File: config.mk
export PLATFORM = sky130hd
export DESIGN_NAME = rename_regfile_v2_flat
export DESIGN_NICKNAME = d
export VERILOG_FILES = /design/src/rtl/rename_regfile_v2_if.sv /design/src/rtl/rename_regfile_v2.sv /design/src/flat_wrapper.sv
export SDC_FILE = /design/constraint.sdc
export NUM_CORES = 2
export LEC_CHECK = 0
export CORE_UTILIZATION = 43
export CTS_CLUSTER_SIZE = 12
export DETAILED_ROUTE_END_ITERATION = 16
export GPL_ROUTABILITY_DRIVEN = 0
export SLEW_MARGIN = 20
export SYNTH_ARGS = -nofsm -noshare
export SYNTH_HDL_FRONTEND = slang
export SYNTH_SLANG_ARGS = --single-unit
File: constraint.sdc
create_clock -name clk -period 4.25 [get_ports clk]
set_input_delay 0.85 -clock clk [delete_from_list [all_inputs] [get_ports clk]]
set_output_delay 0.85 -clock clk [all_outputs]
set_load 0.005 [all_outputs]
File: src/rtl/rename_regfile_v2_if.sv
// Bundle of the dispatch, operand-read, commit, CDB and redirect signals
// that connect rename_regfile_v2 to dispatch and the ROB.
// master: the dispatch/ROB side. slave: the register file.
interface rename_regfile_v2_if #(
  parameter int unsigned XLEN      = 32,
  parameter int unsigned NREG      = 32,
  parameter int unsigned ROB_DEPTH = 16
);
  localparam int unsigned RW   = $clog2(NREG);
  localparam int unsigned TAGW = $clog2(ROB_DEPTH);

  // dispatch / rename
  logic            dispatch_valid;
  logic            dispatch_ready;
  logic [RW-1:0]   dispatch_rd;
  logic [TAGW-1:0] dispatch_tag;

  // operand reads
  logic [RW-1:0]   rs1_idx;
  logic [RW-1:0]   rs2_idx;
  logic [XLEN-1:0] rs1_val;
  logic [XLEN-1:0] rs2_val;
  logic            rs1_valid;
  logic            rs2_valid;
  logic [TAGW-1:0] rs1_tag;
  logic [TAGW-1:0] rs2_tag;

  // in-order commit from the ROB head
  logic            commit_valid;
  logic [RW-1:0]   commit_rd;
  logic [TAGW-1:0] commit_tag;
  logic [XLEN-1:0] commit_val;
  logic            commit_mispredict;
  logic [XLEN-1:0] commit_br_target;

  // common data bus
  logic            cdb_valid;
  logic [TAGW-1:0] cdb_tag;
  logic [XLEN-1:0] cdb_val;

  // redirect
  logic            mem_flush;
  logic            flush;
  logic [XLEN-1:0] br_addr;

  modport master (
    output dispatch_valid, dispatch_rd, dispatch_tag,
    output rs1_idx, rs2_idx,
    output commit_valid, commit_rd, commit_tag, commit_val,
    output commit_mispredict, commit_br_target,
    output cdb_valid, cdb_tag, cdb_val,
    input  dispatch_ready,
    input  rs1_val, rs2_val, rs1_valid, rs2_valid, rs1_tag, rs2_tag,
    input  mem_flush, flush, br_addr
  );

  modport slave (
    input  dispatch_valid, dispatch_rd, dispatch_tag,
    input  rs1_idx, rs2_idx,
    input  commit_valid, commit_rd, commit_tag, commit_val,
    input  commit_mispredict, commit_br_target,
    input  cdb_valid, cdb_tag, cdb_val,
    output dispatch_ready,
    output rs1_val, rs2_val, rs1_valid, rs2_valid, rs1_tag, rs2_tag,
    output mem_flush, flush, br_addr
  );
endinterface

File: src/rtl/rename_regfile_v2.sv
// Architectural register file with rename status (value/busy/tag per
// register), commit-to-read bypass and a one-cycle flush FSM on branch
// mispredict. x0 is hardwired to zero and never renamed.
// Optional macro RENAME_RF_CDB_BYPASS_EN forwards CDB broadcasts to busy
// operands with a matching tag; without it the cdb_* signals are ignored.
module rename_regfile_v2 #(
  parameter int unsigned XLEN      = 32,
  parameter int unsigned NREG      = 32,
  parameter int unsigned ROB_DEPTH = 16
) (
  input logic            clk,
  input logic            rst,
  rename_regfile_v2_if.slave bus
);
  localparam int unsigned RW   = $clog2(NREG);
  localparam int unsigned TAGW = $clog2(ROB_DEPTH);

  typedef enum logic {
    RUN,
    FLUSH
  } state_t;

  state_t          state;
  state_t          state_nx;

  logic [XLEN-1:0] value [NREG];
  logic [TAGW-1:0] tag   [NREG];
  logic [NREG-1:0] busy;
  logic [XLEN-1:0] br_addr_q;

  logic            ready_c;
  logic            flush_c;
  logic            mp_take;
  logic            rename_fire;
  logic            commit_wr;
  logic            same_rd;
  logic            commit_clear;

  logic [RW-1:0]   ridx  [2];
  logic            rvalid[2];
  logic [XLEN-1:0] rval  [2];
  logic [TAGW-1:0] rtag  [2];

  // A mispredict seen during FLUSH is ignored: the ROB is already empty.
  assign mp_take     = bus.commit_valid & bus.commit_mispredict & (state == RUN);
  // Wrong-path dispatch in the mispredict cycle is discarded.
  assign rename_fire = bus.dispatch_valid & ready_c & (bus.dispatch_rd != '0) & ~mp_take;
  assign commit_wr   = bus.commit_valid & (bus.commit_rd != '0);
  assign same_rd     = rename_fire & (bus.dispatch_rd == bus.commit_rd);
  assign commit_clear = commit_wr & busy[bus.commit_rd]
                      & (tag[bus.commit_rd] == bus.commit_tag) & ~same_rd;

  // FSM state register
  always_ff @(posedge clk or negedge rst) begin
    if (!rst) state <= RUN;
    else      state <= state_nx;
  end

  // FSM next state and handshake/flush outputs
  always_comb begin
    state_nx = state;
    ready_c  = 1'b0;
    flush_c  = 1'b0;
    case (state)
      RUN: begin
        ready_c = 1'b1;
        if (mp_take) state_nx = FLUSH;
      end
      FLUSH: begin
        flush_c  = 1'b1;
        state_nx = RUN;
      end
      default: state_nx = RUN;
    endcase
  end

  // Redirect target latched on the mispredict edge, held afterwards
  always_ff @(posedge clk or negedge rst) begin
    if (!rst)         br_addr_q <= '0;
    else if (mp_take) br_addr_q <= bus.commit_br_target;
  end

  // Register values: every commit to a non-zero rd writes its result
  always_ff @(posedge clk or negedge rst) begin
    if (!rst) begin
      for (int unsigned i = 0; i < NREG; i++) value[i] <= '0;
    end else if (commit_wr) begin
      value[bus.commit_rd] <= bus.commit_val;
    end
  end

  // Rename status: rename sets busy/tag, matching commit clears busy,
  // a mispredict wipes all mappings
  always_ff @(posedge clk or negedge rst) begin
    if (!rst) begin
      busy <= '0;
      for (int unsigned i = 0; i < NREG; i++) tag[i] <= '0;
    end else if (mp_take) begin
      busy <= '0;
      for (int unsigned i = 0; i < NREG; i++) tag[i] <= '0;
    end else begin
      // Rename is applied after the clear so a same-cycle younger
      // mapping of the same rd always survives.
      if (commit_clear) busy[bus.commit_rd] <= 1'b0;
      if (rename_fire) begin
        busy[bus.dispatch_rd] <= 1'b1;
        tag[bus.dispatch_rd]  <= bus.dispatch_tag;
      end
    end
  end

  assign ridx[0] = bus.rs1_idx;
  assign ridx[1] = bus.rs2_idx;

  // Operand read with x0, committed value, commit bypass and CDB bypass
  always_comb begin
    for (int unsigned p = 0; p < 2; p++) begin
      rvalid[p] = 1'b0;
      rval[p]   = '0;
      rtag[p]   = '0;
      if (ridx[p] == '0) begin
        rvalid[p] = 1'b1;
      end else if (!busy[ridx[p]]) begin
        rvalid[p] = 1'b1;
        rval[p]   = value[ridx[p]];
      end else if (bus.commit_valid && (bus.commit_tag == tag[ridx[p]])) begin
        rvalid[p] = 1'b1;
        rval[p]   = bus.commit_val;
      end
`ifdef RENAME_RF_CDB_BYPASS_EN
      else if (bus.cdb_valid && (bus.cdb_tag == tag[ridx[p]])) begin
        rvalid[p] = 1'b1;
        rval[p]   = bus.cdb_val;
      end
`endif
      else begin
        rtag[p] = tag[ridx[p]];
      end
    end
  end

`ifndef RENAME_RF_CDB_BYPASS_EN
  logic cdb_unused;
  assign cdb_unused = ^{bus.cdb_valid, bus.cdb_tag, bus.cdb_val};
`endif

  assign bus.rs1_valid      = rvalid[0];
  assign bus.rs1_val        = rval[0];
  assign bus.rs1_tag        = rtag[0];
  assign bus.rs2_valid      = rvalid[1];
  assign bus.rs2_val        = rval[1];
  assign bus.rs2_tag        = rtag[1];
  assign bus.dispatch_ready = ready_c;
  assign bus.flush          = flush_c;
  assign bus.br_addr        = br_addr_q;
  assign bus.mem_flush      = bus.commit_valid & bus.commit_mispredict;
endmodule

File: src/flat_wrapper.sv
// flat-port wrapper written by rule: the top's interface ports become plain ports
module rename_regfile_v2_flat 
#(
  parameter int unsigned XLEN      = 32,
  parameter int unsigned NREG      = 32,
  parameter int unsigned ROB_DEPTH = 16
)
  (clk, rst, bus_dispatch_valid, bus_dispatch_rd, bus_dispatch_tag, bus_rs1_idx, bus_rs2_idx, bus_commit_valid, bus_commit_rd, bus_commit_tag, bus_commit_val, bus_commit_mispredict, bus_commit_br_target, bus_cdb_valid, bus_cdb_tag, bus_cdb_val, bus_dispatch_ready, bus_rs1_val, bus_rs2_val, bus_rs1_valid, bus_rs2_valid, bus_rs1_tag, bus_rs2_tag, bus_mem_flush, bus_flush, bus_br_addr);
  rename_regfile_v2_if #(.XLEN(XLEN), .NREG(NREG), .ROB_DEPTH(ROB_DEPTH)) bus_i ();
  input logic clk;
  input logic rst;
  input wire logic [$bits(bus_i.dispatch_valid)-1:0] bus_dispatch_valid;
  input wire logic [$bits(bus_i.dispatch_rd)-1:0] bus_dispatch_rd;
  input wire logic [$bits(bus_i.dispatch_tag)-1:0] bus_dispatch_tag;
  input wire logic [$bits(bus_i.rs1_idx)-1:0] bus_rs1_idx;
  input wire logic [$bits(bus_i.rs2_idx)-1:0] bus_rs2_idx;
  input wire logic [$bits(bus_i.commit_valid)-1:0] bus_commit_valid;
  input wire logic [$bits(bus_i.commit_rd)-1:0] bus_commit_rd;
  input wire logic [$bits(bus_i.commit_tag)-1:0] bus_commit_tag;
  input wire logic [$bits(bus_i.commit_val)-1:0] bus_commit_val;
  input wire logic [$bits(bus_i.commit_mispredict)-1:0] bus_commit_mispredict;
  input wire logic [$bits(bus_i.commit_br_target)-1:0] bus_commit_br_target;
  input wire logic [$bits(bus_i.cdb_valid)-1:0] bus_cdb_valid;
  input wire logic [$bits(bus_i.cdb_tag)-1:0] bus_cdb_tag;
  input wire logic [$bits(bus_i.cdb_val)-1:0] bus_cdb_val;
  output wire logic [$bits(bus_i.dispatch_ready)-1:0] bus_dispatch_ready;
  output wire logic [$bits(bus_i.rs1_val)-1:0] bus_rs1_val;
  output wire logic [$bits(bus_i.rs2_val)-1:0] bus_rs2_val;
  output wire logic [$bits(bus_i.rs1_valid)-1:0] bus_rs1_valid;
  output wire logic [$bits(bus_i.rs2_valid)-1:0] bus_rs2_valid;
  output wire logic [$bits(bus_i.rs1_tag)-1:0] bus_rs1_tag;
  output wire logic [$bits(bus_i.rs2_tag)-1:0] bus_rs2_tag;
  output wire logic [$bits(bus_i.mem_flush)-1:0] bus_mem_flush;
  output wire logic [$bits(bus_i.flush)-1:0] bus_flush;
  output wire logic [$bits(bus_i.br_addr)-1:0] bus_br_addr;
  assign bus_i.dispatch_valid = bus_dispatch_valid;
  assign bus_i.dispatch_rd = bus_dispatch_rd;
  assign bus_i.dispatch_tag = bus_dispatch_tag;
  assign bus_i.rs1_idx = bus_rs1_idx;
  assign bus_i.rs2_idx = bus_rs2_idx;
  assign bus_i.commit_valid = bus_commit_valid;
  assign bus_i.commit_rd = bus_commit_rd;
  assign bus_i.commit_tag = bus_commit_tag;
  assign bus_i.commit_val = bus_commit_val;
  assign bus_i.commit_mispredict = bus_commit_mispredict;
  assign bus_i.commit_br_target = bus_commit_br_target;
  assign bus_i.cdb_valid = bus_cdb_valid;
  assign bus_i.cdb_tag = bus_cdb_tag;
  assign bus_i.cdb_val = bus_cdb_val;
  assign bus_dispatch_ready = bus_i.dispatch_ready;
  assign bus_rs1_val = bus_i.rs1_val;
  assign bus_rs2_val = bus_i.rs2_val;
  assign bus_rs1_valid = bus_i.rs1_valid;
  assign bus_rs2_valid = bus_i.rs2_valid;
  assign bus_rs1_tag = bus_i.rs1_tag;
  assign bus_rs2_tag = bus_i.rs2_tag;
  assign bus_mem_flush = bus_i.mem_flush;
  assign bus_flush = bus_i.flush;
  assign bus_br_addr = bus_i.br_addr;
  rename_regfile_v2 #(.XLEN(XLEN), .NREG(NREG), .ROB_DEPTH(ROB_DEPTH)) u_core (.clk(clk), .rst(rst), .bus(bus_i));
endmodule
==> run metrics <==
WP data required 3.40 ns; Area Overhead vs Synth 19.9%; DR vias 46.3k; clock skew 0.0270 ns; Synth async-reset ratio 100%; final setup vio count 55; Max-slew headroom 33.2%; share of layout cells above drive strength 1 50.5%; CP bufs+invs 5; vias in the first global route 47.1k; RR Startpoint u_core.tag[12]; post-synth top area share 45.5%; status finished with violations; latest clock arrival within the worst-skew pair 0.78 ns; Clock Sinks 1217; fin. max-slew vios 0; Max-Cap Viols 0; final wirelength 227 mm; Clock power frac 36.4%; Internal Power 25.4 mW; Seq/Total Area, Yosys 45.5%; mean area per synthesized cell 14.4 sq um; Synth top cells by count dfrtp_1, mux2_2, mux4_2, clkbuf_1, nand2_1; CP cell instances mux4_2, mux4_2, xnor2_2, o31ai_2, o211ai_2, nor4_4, buf_12, buf_12, buf_6, buf_6, o2bb2ai_4, buf_6; post-DP HPWL 136 mm; final critical-path setup slack -0.292 ns; Overflow after GRT 0; ANT nets after route 0; min-delay src u_core.value[1020]; setup TNS -8.85 ns; Root Driver clkbuf_16; die footprint 157000 sq um; Die Wd 397 um; Via-to-Cell Ratio 6.46; hold crit path type reg2reg; top_reg_cell synth dfrtp_1; critical path's slowest cell mux4_2; maximum vdd drop 0.392 mV; overall routing resource usage 29.0%; power share of the combinational group 21.0%; switching share of total power 27.3%; crit-path max FO 7; crit path launch u_core.tag[9]; Worst path most repeated cell buf_6; maximum clock frequency 0.220 GHz; CP delay by family, top multiplexers; Synth area leaders dfrtp_1, mux4_2, mux2_2; num rows 144; first-pass GRT wire length 333 mm; startpoint types flip-flop; crit path kind reg2out; cell with the most instances after synthesis dfrtp_1; CP endpoint kind output pin; Power Density 435 nW/um^2; # DRC 14; htree depth 4; Clk pin slew, worst setup/hold paths 0.05 ns; distinct cell type count after synthesis 72; cell accounting for the most synthesized area dfrtp_1; antenna violations before repair 6; placeable core area 154000 sq um; min Tclk post-route 4.54 ns; Post-synth EDFFs 0; pin count of the biggest net entering global routing 147; Routed WL per cell 31.6 um; number of I/O pins 243; Reg power frac 42.6%; Fin. Hold Viols 0; Fin Hold WS 0.397 ns; clock buffer depth 3; synthesized flop and latch total 1217; CP peak stage delay 0.55 ns; synthesized area 67000 sq um; initial DRC count 4413; Die H 397 um; Critical Path AT 3.69 ns; failing checks design-rule violations, negative setup slack; Post-Syn Instances 4660; Initial Util 43.4%; DRT Pass-1 Iters 13; port bufs 205; crit share post-route 107%; Least-Margin Pin Slew 0.997 ns; Layout Nets 5139; RSZ-0062 raised after global routing true; Post-Syn Nets 4794; CTS Buf Count 141; Psw 9.54 mW; Static Leak 34.5 nW; yosys warns 0; CTS tree built
-- cell families after synthesis --
group	Yosys count	share of synthesized area, %
muxes	1878	41.6
AOI/OAI and AO/OA	481	5.31
xor gates and xnor gates	11	0.144
DFF	1217	45.5
buffers and inverters	521	3.66
and+or+nand+nor	552	3.81
-- repair_timing --
action / 4_1_cts / 5_1_grt
hold buffers: 1 / 0
endpoints found under the hold margin: 5 / 0
gates resized for setup: 390 / 53
gates cloned: 5 / 1
setup endpoints to repair: 74 / 74
setup buffers: 79 / 19
pin swaps: 24 / 20
-- layout by cell type, fill, tap and decap left out, types with 38 or more instances in the layout --
| cell type | count |
|---|---|
| buf_2 | 57 |
| buf_12 | 135 |
| a22oi_1 | 38 |
| a21oi_1 | 74 |
| dfrtp_1 | 1215 |
| a22o_1 | 85 |
| o21ai_0 | 45 |
| clkbuf_16 | 146 |
| mux4_2 | 623 |
| clkbuf_8 | 40 |
| mux2i_1 | 246 |
| o22ai_1 | 56 |
| nand3_1 | 40 |
| clkdlybuf4s50_1 | 119 |
| nor3_1 | 39 |
| nand2_1 | 249 |
| mux2_2 | 999 |
| buf_4 | 336 |
| nor2_1 | 88 |
-- final timing paths --
check	endpoint	slack, ns	depth (start not counted)
max in group asynchronous	u_core.value[994]	2.37	4
hold / removal	u_core.value[1020]	0.40	0
setup / recovery	bus_rs1_val[13]	-0.29	12
setup reg to reg	u_core.busy[4]	1.41	7
min in group asynchronous	u_core.value[881]	0.60	2
hold reg to reg	u_core.value[1020]	0.40	0
-- final cells by class --
class / count / area [sq um]
multi-input cells: 2922 / 34800
diodes: 2 / 5.00
clock inverters: 45 / 564
clock buffers: 212 / 4270
fillers: 12900 / 74100
well taps: 2044 / 2560
flip-flops and latches: 1217 / 30500
inverters: 12 / 51.3
repair buffers: 711 / 7640
-- metal layers --
metal	wire length, um	track usage, %
met5	27	0
met4	10300	12.5
met3	18200	5.72
met2	104000	44.1
met1	94200	40.4
-- power groups by stage --
stage                     Clock, mW  Sequential [mW]  Combinational [mW]
after floorplan                   0             14.6                4.93
after global placement            0             14.9                7.12
after detailed placement          0             15.0                7.23
after CTS                      12.9             14.9                7.31
after global routing           13.4             15.1                7.81
final                          12.7             14.9                7.36
-- flip-flops by register name (all words and copies together), names as in the netlist --
| signal | count |
|---|---|
| u_core.value | 1024 |
| u_core.state | 1 |
| u_core.tag | 128 |
| u_core.busy | 32 |
| u_core.bus.br_addr | 32 |
-- worst reg2reg max path, stage by stage, from the launching register on --
cell	delay [ns]
dfrtp_1	0.42
mux4_2	0.58
a22oi_1	0.28
nand4_1	0.14
xnor2_1	0.38
o211ai_1	0.50
nor3_1	0.29
o22ai_1	0.10
-- metrics by stage --
stage / instance area [sq um] / total power [mW] / cells / util [%] / setup WS, ns
4_1_cts: 80000 / 35.1 / 7148 / 51.8 / -0.438
5_1_grt: 80300 / 36.4 / 7163 / 52.0 / -0.388
6_report: 80300 / 35.0 / 7165 / 52.0 / -0.292
3_3_place_gp: 74200 / 22.0 / 6809 / 48.0 / -0.596
3_5_place_dp: 74200 / 22.3 / 6809 / 48.0 / -0.614
2_1_floorplan: 67000 / 19.5 / 4660 / - / 0.300
No activity file was read; power rests on OpenSTA's default activity.
